<file path="config.mk">
export PLATFORM = sky130hd
export DESIGN_NAME = memory_game_ctrl_flat
export DESIGN_NICKNAME = d
export VERILOG_FILES = /design/src/rtl/memory_game_ctrl_if.sv /design/src/rtl/memory_game_ctrl.sv /design/src/flat_wrapper.sv
export SDC_FILE = /design/constraint.sdc
export NUM_CORES = 1
export LEC_CHECK = 0
export BUFFER_PORTS_ARGS = -buffer_cell sky130_fd_sc_hd__buf_2
export CORE_MARGIN = 8
export CORE_UTILIZATION = 35
export CTS_CLUSTER_DIAMETER = 80
export DETAILED_ROUTE_END_ITERATION = 8
export HOLD_SLACK_MARGIN = 0.03
export PLACE_DENSITY = 0.56
export RECOVER_POWER = 50
export SETUP_SLACK_MARGIN = 0.1
export SYNTH_ARGS = -nofsm -noshare
export SYNTH_HDL_FRONTEND = slang
export SYNTH_SLANG_ARGS = --single-unit
</file>
<file path="constraint.sdc">
create_clock -name clk_i -period 2.9 [get_ports clk_i]
set_input_delay 0.145 -clock clk_i [delete_from_list [all_inputs] [get_ports clk_i]]
set_output_delay 0.145 -clock clk_i [all_outputs]
set_load 0.005 [all_outputs]
</file>
<file path="src/rtl/memory_game_ctrl_if.sv">
// Interface between the memory game controller and its surroundings.
// The master side is the button debouncers and the display drivers.
// The slave side is the round controller.
interface memory_game_ctrl_if #(
    parameter int CHANNELS     = 4,
    parameter int MAX_LEN      = 16,
    parameter int MAX_MISTAKES = 3,
    parameter int SCORE_W      = 8
);
    localparam int CH_W   = $clog2(CHANNELS);
    localparam int LEN_W  = $clog2(MAX_LEN + 1);
    localparam int MISS_W = $clog2(MAX_MISTAKES + 1);

    logic              start;
    logic              btn_valid;
    logic [CH_W-1:0]   btn_id;
    logic              show_valid;
    logic [CH_W-1:0]   show_id;
    logic              await_in;
    logic [SCORE_W-1:0] score;
    logic [MISS_W-1:0] mistakes;
    logic [LEN_W-1:0]  round_len;
    logic              game_over;
    logic              win;

    modport master (
        output start, btn_valid, btn_id,
        input  show_valid, show_id, await_in, score, mistakes, round_len, game_over, win
    );

    modport slave (
        input  start, btn_valid, btn_id,
        output show_valid, show_id, await_in, score, mistakes, round_len, game_over, win
    );
endinterface

</file>
<file path="src/rtl/memory_game_ctrl.sv">
// Round controller for the repeat-the-sequence memory game.
// It grows a random sequence by one step per round, plays it back, checks
// the player's presses, and keeps score and mistakes.
// Optional macro MEMGAME_TIMEOUT_EN: an idle INPUT lasting TIMEOUT_CYCLES
// counts as a wrong press.
module memory_game_ctrl #(
    parameter int          CHANNELS       = 4,
    parameter int          MAX_LEN        = 16,
    parameter int          MAX_MISTAKES   = 3,
    parameter int          SCORE_W        = 8,
    parameter int          SHOW_CYCLES    = 25000000,
    parameter logic [15:0] SEED           = 16'hACE1,
    parameter int          TIMEOUT_CYCLES = 250000000
) (
    input  logic                clk_i,
    input  logic                reset_n_i,
    memory_game_ctrl_if.slave   bus
);
    localparam int CH_W   = $clog2(CHANNELS);
    localparam int LEN_W  = $clog2(MAX_LEN + 1);
    localparam int MISS_W = $clog2(MAX_MISTAKES + 1);
    localparam int IDX_W  = $clog2(MAX_LEN);
    localparam int TM_W   = $clog2(2 * SHOW_CYCLES);
    localparam int SUM_W  = ((SCORE_W > LEN_W) ? SCORE_W : LEN_W) + 1;

    localparam logic [2:0] S_IDLE  = 3'd0;
    localparam logic [2:0] S_GEN   = 3'd1;
    localparam logic [2:0] S_SHOW  = 3'd2;
    localparam logic [2:0] S_INPUT = 3'd3;
    localparam logic [2:0] S_SCORE = 3'd4;
    localparam logic [2:0] S_DONE  = 3'd5;

    // Reject parameter sets the datapath cannot represent.
    if (SEED == 16'h0 || CHANNELS < 2 || (CHANNELS & (CHANNELS - 1)) != 0 ||
        MAX_LEN < 2 || MAX_MISTAKES < 1 || SHOW_CYCLES < 1 || TIMEOUT_CYCLES < 2) begin : g_bad_cfg
        $error("memory_game_ctrl: illegal parameter set");
    end

    logic [2:0]         state_q, state_d;
    logic [15:0]        lfsr_q;
    logic [CH_W-1:0]    seq_q [MAX_LEN];
    logic               seq_we;
    logic [LEN_W-1:0]   round_len_q, round_len_d;
    logic [IDX_W-1:0]   idx_q, idx_d;
    logic [TM_W-1:0]    timer_q, timer_d;
    logic [SCORE_W-1:0] score_q, score_d;
    logic [MISS_W-1:0]  mistakes_q, mistakes_d;
    logic               win_q, win_d;
    logic               pass_q, pass_d;

    logic               idx_last;
    logic [SUM_W-1:0]   score_sum;
    logic [SCORE_W-1:0] score_sat;
    logic               show_valid;

`ifdef MEMGAME_TIMEOUT_EN
    localparam int TO_W = $clog2(TIMEOUT_CYCLES);
    logic [TO_W-1:0]    to_q, to_d;
`endif

    // idx points at the step being shown or awaited; last step is round_len-1.
    assign idx_last  = (LEN_W'(idx_q) == round_len_q - LEN_W'(1));
    assign score_sum = SUM_W'(score_q) + SUM_W'(round_len_q);
    assign score_sat = (score_sum > SUM_W'({SCORE_W{1'b1}})) ? {SCORE_W{1'b1}} : score_sum[SCORE_W-1:0];

    // Next-state and datapath updates for the round sequencer.
    always_comb begin
        state_d     = state_q;
        round_len_d = round_len_q;
        idx_d       = idx_q;
        timer_d     = timer_q;
        score_d     = score_q;
        mistakes_d  = mistakes_q;
        win_d       = win_q;
        pass_d      = pass_q;
        seq_we      = 1'b0;
        case (state_q)
            S_IDLE, S_DONE: begin
                if (bus.start) begin
                    state_d     = S_GEN;
                    round_len_d = '0;
                    score_d     = '0;
                    mistakes_d  = '0;
                    win_d       = 1'b0;
                end
            end
            S_GEN: begin
                seq_we      = 1'b1;
                round_len_d = round_len_q + LEN_W'(1);
                idx_d       = '0;
                timer_d     = '0;
                state_d     = S_SHOW;
            end
            S_SHOW: begin
                // Each step is lit for SHOW_CYCLES then dark for SHOW_CYCLES.
                if (timer_q == TM_W'(2 * SHOW_CYCLES - 1)) begin
                    timer_d = '0;
                    if (idx_last) begin
                        idx_d   = '0;
                        state_d = S_INPUT;
                    end else begin
                        idx_d = idx_q + IDX_W'(1);
                    end
                end else begin
                    timer_d = timer_q + TM_W'(1);
                end
            end
            S_INPUT: begin
                if (bus.btn_valid) begin
                    if (bus.btn_id != seq_q[idx_q]) begin
                        pass_d  = 1'b0;
                        state_d = S_SCORE;
                    end else if (idx_last) begin
                        pass_d  = 1'b1;
                        state_d = S_SCORE;
                    end else begin
                        idx_d = idx_q + IDX_W'(1);
                    end
                end
`ifdef MEMGAME_TIMEOUT_EN
                else if (to_q == TO_W'(TIMEOUT_CYCLES - 1)) begin
                    pass_d  = 1'b0;
                    state_d = S_SCORE;
                end
`endif
            end
            S_SCORE: begin
                if (pass_q) begin
                    score_d = score_sat;
                    if (round_len_q == LEN_W'(MAX_LEN)) begin
                        win_d   = 1'b1;
                        state_d = S_DONE;
                    end else begin
                        state_d = S_GEN;
                    end
                end else begin
                    mistakes_d = mistakes_q + MISS_W'(1);
                    if (mistakes_d == MISS_W'(MAX_MISTAKES)) begin
                        state_d = S_DONE;
                    end else begin
                        // Replay the unchanged sequence from its first step.
                        idx_d   = '0;
                        timer_d = '0;
                        state_d = S_SHOW;
                    end
                end
            end
            default: state_d = S_IDLE;
        endcase
    end

`ifdef MEMGAME_TIMEOUT_EN
    // Idle counter: runs only while waiting in INPUT, cleared by any press.
    always_comb begin
        to_d = '0;
        if (state_q == S_INPUT && state_d == S_INPUT && !bus.btn_valid)
            to_d = to_q + TO_W'(1);
    end

    // Idle counter register.
    always_ff @(posedge clk_i) begin
        if (!reset_n_i) to_q <= '0;
        else            to_q <= to_d;
    end
`endif

    // State and counter registers.
    always_ff @(posedge clk_i) begin
        if (!reset_n_i) begin
            state_q     <= S_IDLE;
            round_len_q <= '0;
            idx_q       <= '0;
            timer_q     <= '0;
            score_q     <= '0;
            mistakes_q  <= '0;
            win_q       <= 1'b0;
            pass_q      <= 1'b0;
        end else begin
            state_q     <= state_d;
            round_len_q <= round_len_d;
            idx_q       <= idx_d;
            timer_q     <= timer_d;
            score_q     <= score_d;
            mistakes_q  <= mistakes_d;
            win_q       <= win_d;
            pass_q      <= pass_d;
        end
    end

    // Free-running Fibonacci LFSR, taps 16,14,13,11, shifting toward bit 0.
    always_ff @(posedge clk_i) begin
        if (!reset_n_i) lfsr_q <= SEED;
        else            lfsr_q <= {lfsr_q[0] ^ lfsr_q[2] ^ lfsr_q[3] ^ lfsr_q[5], lfsr_q[15:1]};
    end

    // Sequence store: GEN appends the low LFSR bits; reset wipes it.
    always_ff @(posedge clk_i) begin
        if (!reset_n_i) begin
            for (int i = 0; i < MAX_LEN; i++) seq_q[i] <= '0;
        end else if (seq_we) begin
            seq_q[round_len_q[IDX_W-1:0]] <= lfsr_q[CH_W-1:0];
        end
    end

    assign show_valid     = (state_q == S_SHOW) && (timer_q < TM_W'(SHOW_CYCLES));
    assign bus.show_valid = show_valid;
    assign bus.show_id    = show_valid ? seq_q[idx_q] : '0;
    assign bus.await_in   = (state_q == S_INPUT);
    assign bus.score      = score_q;
    assign bus.mistakes   = mistakes_q;
    assign bus.round_len  = round_len_q;
    assign bus.game_over  = (state_q == S_DONE);
    assign bus.win        = win_q;
endmodule

</file>
<file path="src/flat_wrapper.sv">
// flat-port wrapper written by rule: the top's interface ports become plain ports
module memory_game_ctrl_flat 
#(
    parameter int          CHANNELS       = 4,
    parameter int          MAX_LEN        = 16,
    parameter int          MAX_MISTAKES   = 3,
    parameter int          SCORE_W        = 8,
    parameter int          SHOW_CYCLES    = 25000000,
    parameter logic [15:0] SEED           = 16'hACE1,
    parameter int          TIMEOUT_CYCLES = 250000000
)
  (clk_i, reset_n_i, bus_start, bus_btn_valid, bus_btn_id, bus_show_valid, bus_show_id, bus_await_in, bus_score, bus_mistakes, bus_round_len, bus_game_over, bus_win);
  memory_game_ctrl_if #(.CHANNELS(CHANNELS), .MAX_LEN(MAX_LEN), .MAX_MISTAKES(MAX_MISTAKES), .SCORE_W(SCORE_W)) bus_i ();
  input  logic clk_i;
  input  logic reset_n_i;
  input wire logic [$bits(bus_i.start)-1:0] bus_start;
  input wire logic [$bits(bus_i.btn_valid)-1:0] bus_btn_valid;
  input wire logic [$bits(bus_i.btn_id)-1:0] bus_btn_id;
  output wire logic [$bits(bus_i.show_valid)-1:0] bus_show_valid;
  output wire logic [$bits(bus_i.show_id)-1:0] bus_show_id;
  output wire logic [$bits(bus_i.await_in)-1:0] bus_await_in;
  output wire logic [$bits(bus_i.score)-1:0] bus_score;
  output wire logic [$bits(bus_i.mistakes)-1:0] bus_mistakes;
  output wire logic [$bits(bus_i.round_len)-1:0] bus_round_len;
  output wire logic [$bits(bus_i.game_over)-1:0] bus_game_over;
  output wire logic [$bits(bus_i.win)-1:0] bus_win;
  assign bus_i.start = bus_start;
  assign bus_i.btn_valid = bus_btn_valid;
  assign bus_i.btn_id = bus_btn_id;
  assign bus_show_valid = bus_i.show_valid;
  assign bus_show_id = bus_i.show_id;
  assign bus_await_in = bus_i.await_in;
  assign bus_score = bus_i.score;
  assign bus_mistakes = bus_i.mistakes;
  assign bus_round_len = bus_i.round_len;
  assign bus_game_over = bus_i.game_over;
  assign bus_win = bus_i.win;
  memory_game_ctrl #(.CHANNELS(CHANNELS), .MAX_LEN(MAX_LEN), .MAX_MISTAKES(MAX_MISTAKES), .SCORE_W(SCORE_W), .SHOW_CYCLES(SHOW_CYCLES), .SEED(SEED), .TIMEOUT_CYCLES(TIMEOUT_CYCLES)) u_core (.clk_i(clk_i), .reset_n_i(reset_n_i), .bus(bus_i));
endmodule
</file>
==> metrics.csv, run 1 <==
metric,value,unit
fmax,378,MHz
WL final,11000,µm
RSZ-0062 raised after global routing,no,
"Async S/R FF share, synth",0,%
vias,3770,
Std-Cell Rows,44,
P per Cell Area,663,mW/mm²
R2R Setup Slk,0.25,ns
TritonCTS Buffers,9,
Netlist cell types,62,
RePlAce Congestion,0.808,
"Cell Chain, Critical Path",nor3b_1 > o2bb2ai_1 > or4b_1 > nor3_1 > nand3_1 > xor2_1 > nor2_1,
"Req. time, crit path",3.14,ns
Layout Nets,570,
outcome,finished clean,
hold_buf cts,0,
static leakage,2.17,nW
count of final hold-check violations,0,
initial antenna violation count,0,
number of global-route vias before repair,3608,
clock latency on the worst-skew pair,0.36,ns
Startpoint Class,flop,
fin worst setup slack,0.253,ns
"Slowest-stage cell, CP",or4b_1,
Syn Area/Cell,9.45,µm²
CP arrival,2.89,ns
root buf cell,clkbuf_16,
Synthesized Nets,557,
Slew @ Worst Pin,1.40,ns
synth warn,0,
global-route wire length before repair,18200,µm
ratio of cells with drive above 1 in the final layout,10.6,%
Core Box Area,0.0144,mm²
Worst-path clk slew,0.07,ns
Die Y,137,µm
period utilization,91.3,%
dpl hpwl,8030,µm
Tmin final,2.65,ns
slew margin rel.,6.56,%
"Setup violations, final",0,
max cap viols,0,
Initial DRC Count,245,
total grt overflow,0,
port bufs,26,
H-tree depth,3,
Initial Utilization,35.4,%
Global Route Usage Sum,12.3,%
Sink Count,102,
most frequent cells in the layout,"dfxtp_1, nand2_1, nor2_1, and3_1, edfxtp_1",
CTS max path bufs,2,
Hold/Removal Path Class,input pin to flop,
CTS tree,done,
largest net degree at the start of global routing,35,
post-route antenna net violation count,0,
post-synthesis cell count,538,
drt pass-1 iters,5,
total negative slack,0,ns
die area,0.0186,mm²
postcts setup bufs,0,
crit path capture type,flop,
worst vdd ir,0.406,mV
cell area after synthesis,0.00508,mm²
area grow syn2layout,11.0,%
Setup Skew,0.00921,ns
top_reg_cell synth,dfxtp_1,
#FFs+latches synth,102,
part of the Yosys area used for sequential elements,46.5,%
Pins Over Slew Limit,0,
"Largest stage delay, worst path",0.65,ns
Setup WS pre-CTS,0.244,ns
Post-synth EDFFs,32,
DR vias/cell,5.09,
Avg WL per Cell,14.8,µm
"commonest non-fill, non-tap cell in the layout",dfxtp_1,
# IOs,27,
"critical path fanouts, max",9,
kind of critical path,flop to flop,
DRC viols,0,
n_diodes,0,
Die W,137,µm
layer usage:
metal	GRT usage (%)	up-vias	part of all wire, %
met5	0	-	0
met4	3.66	0	1.2
met3	3.34	8	3.4
met2	20.1	51	47
met1	15.6	1806	48
li1	-	1905	-
layout make-up:
class / instances / area, µm²
Sequential cell: 102 / 2360
Fill cell: 1450 / 8730
Clock buffer: 9 / 225
Multi-Input combinational cell: 390 / 2530
Clock inverter: 7 / 81.3
Timing Repair Buffer: 32 / 150
Tap cell: 184 / 230
Inverter: 16 / 60.1
flip-flops by register name (all words and copies together) (netlist names), named ones only:
signal                flops
u_core.bus.mistakes       2
u_core.timer_q           26
u_core.seq_q             32
u_core.state_q            3
u_core.bus.score          8
u_core.bus.win            1
u_core.lfsr_q            16
u_core.bus.round_len      5
u_core.pass_q             1
u_core.idx_q              4
what timing repair did:
action | CTS | global route
gates resized for setup | 0 | 1
hold endpoints to repair | 0 | 0
endpoints found under the setup margin | 0 | 8
metrics by stage:
step                      util, %  total power, mW  instances  instance area [µm²]  hold WS, ns
after floorplan                 -             2.32        538                 5080        0.356
after global placement       37.3             2.54        724                 5360        0.400
after detailed placement     37.3             2.56        724                 5360        0.399
after CTS                    39.5             3.80        740                 5670        0.165
after global routing         39.3             3.96        740                 5640        0.187
final                        39.3             3.74        740                 5640        0.179
synth_stat cells, types with 2 or more instances:
library cell	number	area share (%)
inv_1	15	1.1
mux2i_1	2	0.39
nor3_1	18	1.8
o22ai_1	2	0.25
a21oi_1	21	2.1
nor2b_1	11	1.4
xnor2_1	16	2.8
clkbuf_1	25	1.8
edfxtp_1	32	19
a31oi_1	4	0.49
nand2b_1	14	1.7
or4bb_1	2	0.44
ha_1	12	3.0
nor4_1	2	0.25
mux4_2	8	3.5
nand2_1	67	4.9
nand3_1	22	2.2
and2_1	11	1.4
buf_2	4	0.39
a21oi_2	2	0.34
or3_1	5	0.62
nor2_1	48	3.5
or4_1	2	0.30
o21ai_1	4	0.39
a21o_1	2	0.30
xor2_1	20	3.4
and3_1	39	4.8
a211o_1	2	0.34
mux2i_2	2	0.54
nand4_1	8	0.98
dfxtp_1	70	28
o21ai_0	14	1.4
a211oi_1	3	0.44
power breakdown:
part / internal, mW / switching (mW) / total (mW)
Sequential: 1.55 / 0.0912 / 1.64
Clock: 0.621 / 0.607 / 1.23
Combinational: 0.322 / 0.554 / 0.875
worst paths after layout:
check / depth (start not counted) / endpoint / from
max: 7 / u_core.timer_q[25] / u_core.state_q[2]
min reg2reg: 1 / u_core.lfsr_q[7] / u_core.lfsr_q[8]
min: 3 / u_core.pass_q / bus_btn_valid
max reg2reg: 7 / u_core.timer_q[25] / u_core.state_q[2]
cells by family (layout without fill, tap and decap cells):
group	Yosys count	in the layout	synth area share, %
muxes	13	13	4.92
and+or+nand+nor	261	261	26.4
AOI/OAI and AO/OA	67	67	9.01
buffers and inverters	46	64	3.64
DFF	102	102	46.5
adders and majority gates	13	13	3.35
xor gates and xnor gates	36	36	6.20
critical path: cells and delay by family, from the launching register on:
kind / cells / cell delay, ns
and+or+nand+nor: 5 / 1.61
DFF: 1 / 0.49
AOI/OAI and AO/OA: 1 / 0.28
xor gates and xnor gates: 1 / 0.16
No activity file was read; power rests on OpenSTA's default activity.
==> run 2: changes to the inputs <==
ABC_AREA = 1   (was default)
PLACE_DENSITY = 0.55   (was 0.56)
==> run 2 against run 1 <==
Sequential power increased by 3%. Maximum frequency increased by 9.7%. Synthesized cell count increased by 31%. Clock power decreased by 3%. Register-to-register slack improved by 0.23 ns. Sequential share of layout area decreased by 1.5 points. Critical path depth increased by 2. Setup slack improved by 0.23 ns. Synthesized area increased by 4.5%. Non-clock buffer count decreased by 1. Largest power group unchanged. Highest routed layer unchanged.
==> metrics.csv, run 2 <==
metric,value,unit,change
port bufs,26,,unchanged
cell area after synthesis,0.00531,mm²,was 0.00508 mm²
Regs by FF count,"u_core.seq_q x32, u_core.timer_q x26, u_core.lfsr_q x16",,unchanged
Commonest cells post-synth,"nand2_1, inv_1, nor2_1",,"was dfxtp_1, nand2_1, nor2_1"
total grt overflow,0,,unchanged
CTS tree,done,,unchanged
root buf cell,clkbuf_16,,unchanged
"critical path fanouts, max",13,,was 9
Layout Nets,750,,was 570
area grow syn2layout,10.2,%,was 11.0%
DRC viols,0,,unchanged
outcome,finished clean,,unchanged
post-placement cell count,908,,was 724
"commonest non-fill, non-tap cell in the layout",nand2_1,,was dfxtp_1
number of global-route vias before repair,4331,,"was 3,608"
most common cell in the netlist,nand2_1,,was dfxtp_1
ratio of cells with drive above 1 in the final layout,8.29,%,was 10.6%
most frequent CP cell,nand2_1,,
Initial DRC Count,198,,was 245
Setup Skew,0.00785,ns,was 0.00921 ns
slew margin rel.,56.9,%,was 6.56%
drt pass-1 iters,4,,was 5
total power,4.17,mW,was 3.74 mW
GR Layer Usage met2,19.9,%,was 20.1%
RePlAce Congestion,0.864,,was 0.808
RSZ-0062 raised after global routing,no,,unchanged
Syn Area/Cell,7.52,µm²,was 9.45 µm²
Die Y,139,µm,was 137 µm
fmax,414,MHz,was 378 MHz
Biggest register,u_core.seq_q,,unchanged
H-tree depth,3,,unchanged
initial antenna violation count,0,,unchanged
static leakage,2.41,nW,was 2.17 nW
worst vdd ir,0.316,mV,was 0.406 mV
design area,0.00585,mm²,was 0.00564 mm²
"Req. time, crit path",3.17,ns,was 3.14 ns
Post-synth EDFFs,32,,unchanged
Pins Over Slew Limit,0,,unchanged
TritonCTS Buffers,9,,unchanged
vias,4428,,"was 3,770"
crit path capture type,flop,,unchanged
"Setup violations, final",0,,unchanged
#FFs+latches synth,102,,unchanged
synth warn,0,,unchanged
post-CTS sizing,0,,unchanged
count of final hold-check violations,0,,unchanged
Tmin final,2.41,ns,was 2.65 ns
Fillers,1586,,"was 1,450"
"Largest stage delay, worst path",0.46,ns,was 0.65 ns
n_diodes,0,,unchanged
Slew @ Worst Pin,0.645,ns,was 1.40 ns
Std-Cell Rows,45,,was 44
M3 GR Usage,2.75,%,was 3.34%
# IOs,27,,unchanged
CTS max path bufs,2,,unchanged
GR Util met1,17.6,%,was 15.6%
clock latency on the worst-skew pair,0.35,ns,was 0.36 ns
Sink Count,102,,unchanged
post-route antenna net violation count,0,,unchanged
top_reg_cell synth,dfxtp_1,,unchanged
cell area after placement,0.00560,mm²,was 0.00536 mm²
CP arrival,2.68,ns,was 2.89 ns
die area,0.0194,mm²,was 0.0186 mm²
WL final,12100,µm,"was 11,000 µm"
max FFs per register,32,,unchanged
Yosys top cell by area,dfxtp_1,,unchanged
total negative slack,0,ns,unchanged
hold_buf cts,0,,unchanged
Initial Utilization,35.3,%,was 35.4%
Hold/Removal Path Class,input pin to flop,,unchanged
top post-synthesis cells by area,"dfxtp_1, edfxtp_1, nand2_1",,unchanged
"Cell Chain, Critical Path",inv_1 > nand3_1 > nand3_1 > nand2_1 > inv_1 > nand2_1 > nand2_1 > buf_4 > nor3b_1,,was nor3b_1 > o2bb2ai_1 > or4b_1 > nor3_1 > nand3_1 > xor2_1 > nor2_1
Die W,139,µm,was 137 µm
Netlist cell types,42,,was 62
Worst-path clk slew,0.07,ns,about the same
DR vias/cell,4.79,,was 5.09
Synth top area share,26.4,%,was 27.6%
Avg WL per Cell,13.1,µm,was 14.8 µm
Hold Slack,0.186,ns,was 0.179 ns
dpl hpwl,8920,µm,was 8030 µm
global-route wire length before repair,20800,µm,"was 18,200 µm"
"Async S/R FF share, synth",0,%,unchanged
Synthesized Nets,725,,was 557
post-synthesis cell count,706,,was 538
kind of critical path,flop to flop,,unchanged
Startpoint Class,flop,,unchanged
Global Route Usage Sum,13.1,%,was 12.3%
Core Box Area,0.0150,mm²,was 0.0144 mm²
most frequent cells in the layout,"nand2_1, inv_1, nor2_1, dfxtp_1, nand3_1",,"was dfxtp_1, nand2_1, nor2_1, and3_1, edfxtp_1"
largest net degree at the start of global routing,37,,was 35
period utilization,83.2,%,was 91.3%
fin cells,924,,was 740
max cap viols,0,,unchanged
postcts setup bufs,0,,unchanged
P per Cell Area,714,mW/mm²,was 663 mW/mm²
Most Crowded Layer GR,met2,,unchanged
part of the Yosys area used for sequential elements,44.5,%,was 46.5%
"Slowest-stage cell, CP",nand2_1,,was or4b_1
-- run 2: changes by cell type after synthesis, moves of 17 or more --
cell / previous run / this run
and3_1: 39 / 0
nand2_1: 67 / 175
inv_1: 15 / 95
nand3_1: 22 / 51
a21oi_1: 21 / 38
clkbuf_1: 25 / 4
nor2_1: 48 / 88
-- run 2: final cells by class --
cell class | count | area, µm² | area share [%]
Clock inverter | 5 | 50.0 | 0.856
Multi-Input combinational cell | 486 | 2430 | 41.6
Clock buffer | 11 | 244 | 4.17
Timing Repair Buffer | 31 | 141 | 2.42
Tap cell | 188 | 235 | 4.02
Sequential cell | 102 | 2360 | 40.4
Inverter | 101 | 382 | 6.52
-- run 2: where the power goes --
group	internal, mW	total [mW]	switching (mW)
registers	1.58	1.69	0.110
clock network	0.654	1.19	0.540
logic	0.397	1.29	0.892
-- run 2: worst paths after layout --
check,cells after the start,from,end,slack (ns)
max,9,u_core.state_q[2],u_core.timer_q[16],0.49
min,4,bus_btn_valid,u_core.pass_q,0.19
max reg2reg,9,u_core.state_q[2],u_core.timer_q[16],0.49
min reg2reg,1,u_core.lfsr_q[8],u_core.lfsr_q[7],0.41
-- run 2: logic make-up (layout without fill, tap and decap cells) --
| logic type | after synthesis | count (layout) | share of synthesized area (%) |
|---|---|---|---|
| xor+xnor | 19 | 19 | 3.13 |
| compound gates | 73 | 73 | 7.80 |
| flops | 102 | 102 | 44.5 |
| buf+inv | 118 | 148 | 9.24 |
| simple gates | 381 | 381 | 32.1 |
| fa+ha+maj | 13 | 13 | 3.20 |
-- run 2: per-layer routing --
| layer | routed length (µm) | share of wire (%) | vias to the layer above |
|---|---|---|---|
| li1 | - | - | 2314 |
| met5 | 0 | 0 | - |
| met2 | 5300 | 44 | 57 |
| met1 | 6200 | 51 | 2044 |
| met4 | 204 | 1.7 | 0 |
| met3 | 418 | 3.4 | 13 |
-- run 2: critical path: cells and delay by family, from the launching register on --
kind	cells	cell delay, ns
simple gates	6	1.41
flops	1	0.38
buf+inv	3	0.55
-- run 2: through the flow --
step	util (%)	setup WS, ns
final	38.9	0.487
after global routing	38.9	0.211
after CTS	39.2	0.531
after detailed placement	37.3	0.562
after global placement	37.3	0.571
after floorplan	-	0.868
==> run 3: changes to the inputs <==
clock period = 2.3 ns   (was 2.9 ns; I/O delays follow)
==> run 3 against run 2 <==
Clock power is 23% higher. Utilization is 1.1 points higher. Die area unchanged. Critical endpoint is now u_core.bus.score[1]. Combinational power rose by 43%. Hold slack got worse by 0.045 ns. Final cell count is 1.4% higher. Register-to-register slack got worse by 0.26 ns. Sequential power grew 25%. Maximum frequency increased by 17%. Clock-buffer cell count shrank 1. Cell area rose by 3.0%. Highest routed layer unchanged. Global-route usage barely moved.
==> metrics.csv, run 3 (synthesized netlist as in run 2, its figures left out) <==
metric,value,unit,change
P per Cell Area,899,mW/mm²,was 714 mW/mm²
Die Y,139,µm,unchanged
cell area after placement,0.00567,mm²,was 0.00560 mm²
Flop pwr share,39.1,%,was 40.5%
"commonest non-fill, non-tap cell in the layout",nand2_1,,unchanged
"critical path fanouts, max",6,,was 13
Tmin final,2.07,ns,was 2.41 ns
"Req. time, crit path",2.58,ns,was 3.17 ns
Regs by FF count,"u_core.seq_q x32, u_core.timer_q x26, u_core.lfsr_q x16",,unchanged
area grow syn2layout,13.4,%,was 10.2%
static leakage,2.48,nW,was 2.41 nW
Die W,139,µm,unchanged
Comb pwr share,34.0,%,was 30.9%
GR Layer Usage met2,20.7,%,was 19.9%
CTS max path bufs,2,,unchanged
CTS tree,done,,unchanged
max FFs per register,32,,unchanged
drt pass-1 iters,4,,unchanged
die area,0.0194,mm²,unchanged
RePlAce Congestion,0.826,,was 0.864
WL final,12400,µm,"was 12,100 µm"
Core Box Area,0.0150,mm²,unchanged
Net Sw Frac,37.3,%,was 36.9%
global-route wire length before repair,20900,µm,"was 20,800 µm"
slew margin rel.,59.9,%,was 56.9%
most frequent cells in the layout,"nand2_1, inv_1, nor2_1, dfxtp_1, nand3_1",,unchanged
CP arrival,2.35,ns,was 2.68 ns
post-placement cell count,915,,was 908
ratio of cells with drive above 1 in the final layout,12.4,%,was 8.29%
clock latency on the worst-skew pair,0.35,ns,about the same
fin worst setup slack,0.229,ns,was 0.487 ns
kind of critical path,flop to flop,,unchanged
DR vias/cell,4.77,,was 4.79
GR Util met1,17.2,%,was 17.6%
# IOs,27,,unchanged
Sink Count,102,,unchanged
Worst-path clk slew,0.07,ns,about the same
total negative slack,0,ns,unchanged
Global Route Usage Sum,13.1,%,about the same
Fillers,1543,,"was 1,586"
Sw Pwr,2.02,mW,was 1.54 mW
Setup WS pre-CTS,0.0329,ns,was 0.562 ns
Hold Slack,0.141,ns,was 0.186 ns
largest net degree at the start of global routing,37,,unchanged
n_diodes,0,,unchanged
Biggest register,u_core.seq_q,,unchanged
worst vdd ir,0.533,mV,was 0.316 mV
root buf cell,clkbuf_16,,unchanged
crit path capture type,flop,,unchanged
M3 GR Usage,3.55,%,was 2.75%
internal power,3.39,mW,was 2.63 mW
Final Core Density,40.1,%,was 38.9%
Std-Cell Rows,45,,unchanged
TritonCTS Buffers,9,,unchanged
period utilization,90.0,%,was 83.2%
"Setup violations, final",0,,unchanged
number of global-route vias before repair,4356,,"was 4,331"
total grt overflow,0,,unchanged
Pins Over Slew Limit,0,,unchanged
post-route antenna net violation count,0,,unchanged
max cap viols,0,,unchanged
count of final hold-check violations,0,,unchanged
Initial Utilization,35.3,%,unchanged
Layout Nets,763,,was 750
fmax,483,MHz,was 414 MHz
total power,5.41,mW,was 4.17 mW
Slew @ Worst Pin,0.599,ns,was 0.645 ns
DRC viols,0,,unchanged
port bufs,26,,unchanged
vias,4466,,"was 4,428"
Setup Skew,0.00694,ns,was 0.00785 ns
dpl hpwl,9100,µm,was 8920 µm
Most Crowded Layer GR,met2,,unchanged
Avg WL per Cell,13.2,µm,was 13.1 µm
Startpoint Class,flop,,unchanged
hold_buf cts,0,,unchanged
Clock Power Share,26.9,%,was 28.6%
design area,0.00602,mm²,was 0.00585 mm²
outcome,finished clean,,unchanged
RSZ-0062 raised after global routing,no,,unchanged
H-tree depth,3,,unchanged
fin cells,937,,was 924
Hold/Removal Path Class,input pin to flop,,unchanged
initial antenna violation count,0,,unchanged
Initial DRC Count,222,,was 198
==> run 3: cell count changes in the layout (fill, tap and decap cells not counted), moves of 3 or more <==
cell      change
nand2_1       -3
buf_2         +5
buf_4        +11
clkbuf_1      -4
nor2_4        +3
nor2_1        -4
==> run 3: layout make-up <==
cell class / count / area [µm²] / share of cell area [%]
Clock buffer: 10 / 239 / 3.97
Clock inverter: 6 / 45.0 / 0.748
Tap cell: 188 / 235 / 3.91
Timing Repair Buffer: 44 / 254 / 4.22
Sequential cell: 102 / 2360 / 39.3
Multi-Input combinational cell: 486 / 2500 / 41.5
Inverter: 101 / 385 / 6.40
==> run 3: power groups by stage <==
| stage | registers [mW] | logic, mW | clock network [mW] |
|---|---|---|---|
| 2_1_floorplan | 2.11 | 1.36 | 0 |
| 3_3_place_gp | 2.15 | 1.76 | 0 |
| 3_5_place_dp | 2.15 | 1.77 | 0 |
| 4_1_cts | 2.11 | 1.79 | 1.50 |
| 5_1_grt | 2.13 | 2.09 | 1.58 |
| 6_report | 2.11 | 1.84 | 1.46 |
==> run 3: final timing paths <==
path                            slack, ns  cells after the start                 from                   to
worst max-delay path                 0.23                     14  u_core.bus.score[0]  u_core.bus.score[1]
worst min-delay path                 0.14                      4        bus_btn_valid        u_core.pass_q
worst max register to register       0.23                     14  u_core.bus.score[0]  u_core.bus.score[1]
worst min register to register       0.41                      1     u_core.lfsr_q[8]     u_core.lfsr_q[7]
==> run 3: critical path: stages (launching register included) <==
cell and delay (ns):
dfxtp_1 0.36, ha_1 0.18, inv_1 0.05, fa_1 0.39
inv_1 0.07, nand3_1 0.07, nand2_2 0.09, nand2_1 0.06
a21oi_2 0.15, nand2_2 0.09, nor2_4 0.17, inv_1 0.07
nand2_1 0.06, nand2_1 0.05, a21oi_1 0.14
==> run 3: repair_timing <==
item / in CTS / in global routing
gates resized for setup: 2 / 17
setup endpoints to repair: 8 / 39
cloned: 0 / 0
pin swaps: 0 / 6
setup buffers: 0 / 6
==> run 3: per-layer routing <==
metal	vias up	wire [µm]
li1	2349	-
met1	2050	6170
met2	56	5590
met3	11	499
met4	0	115
met5	-	0
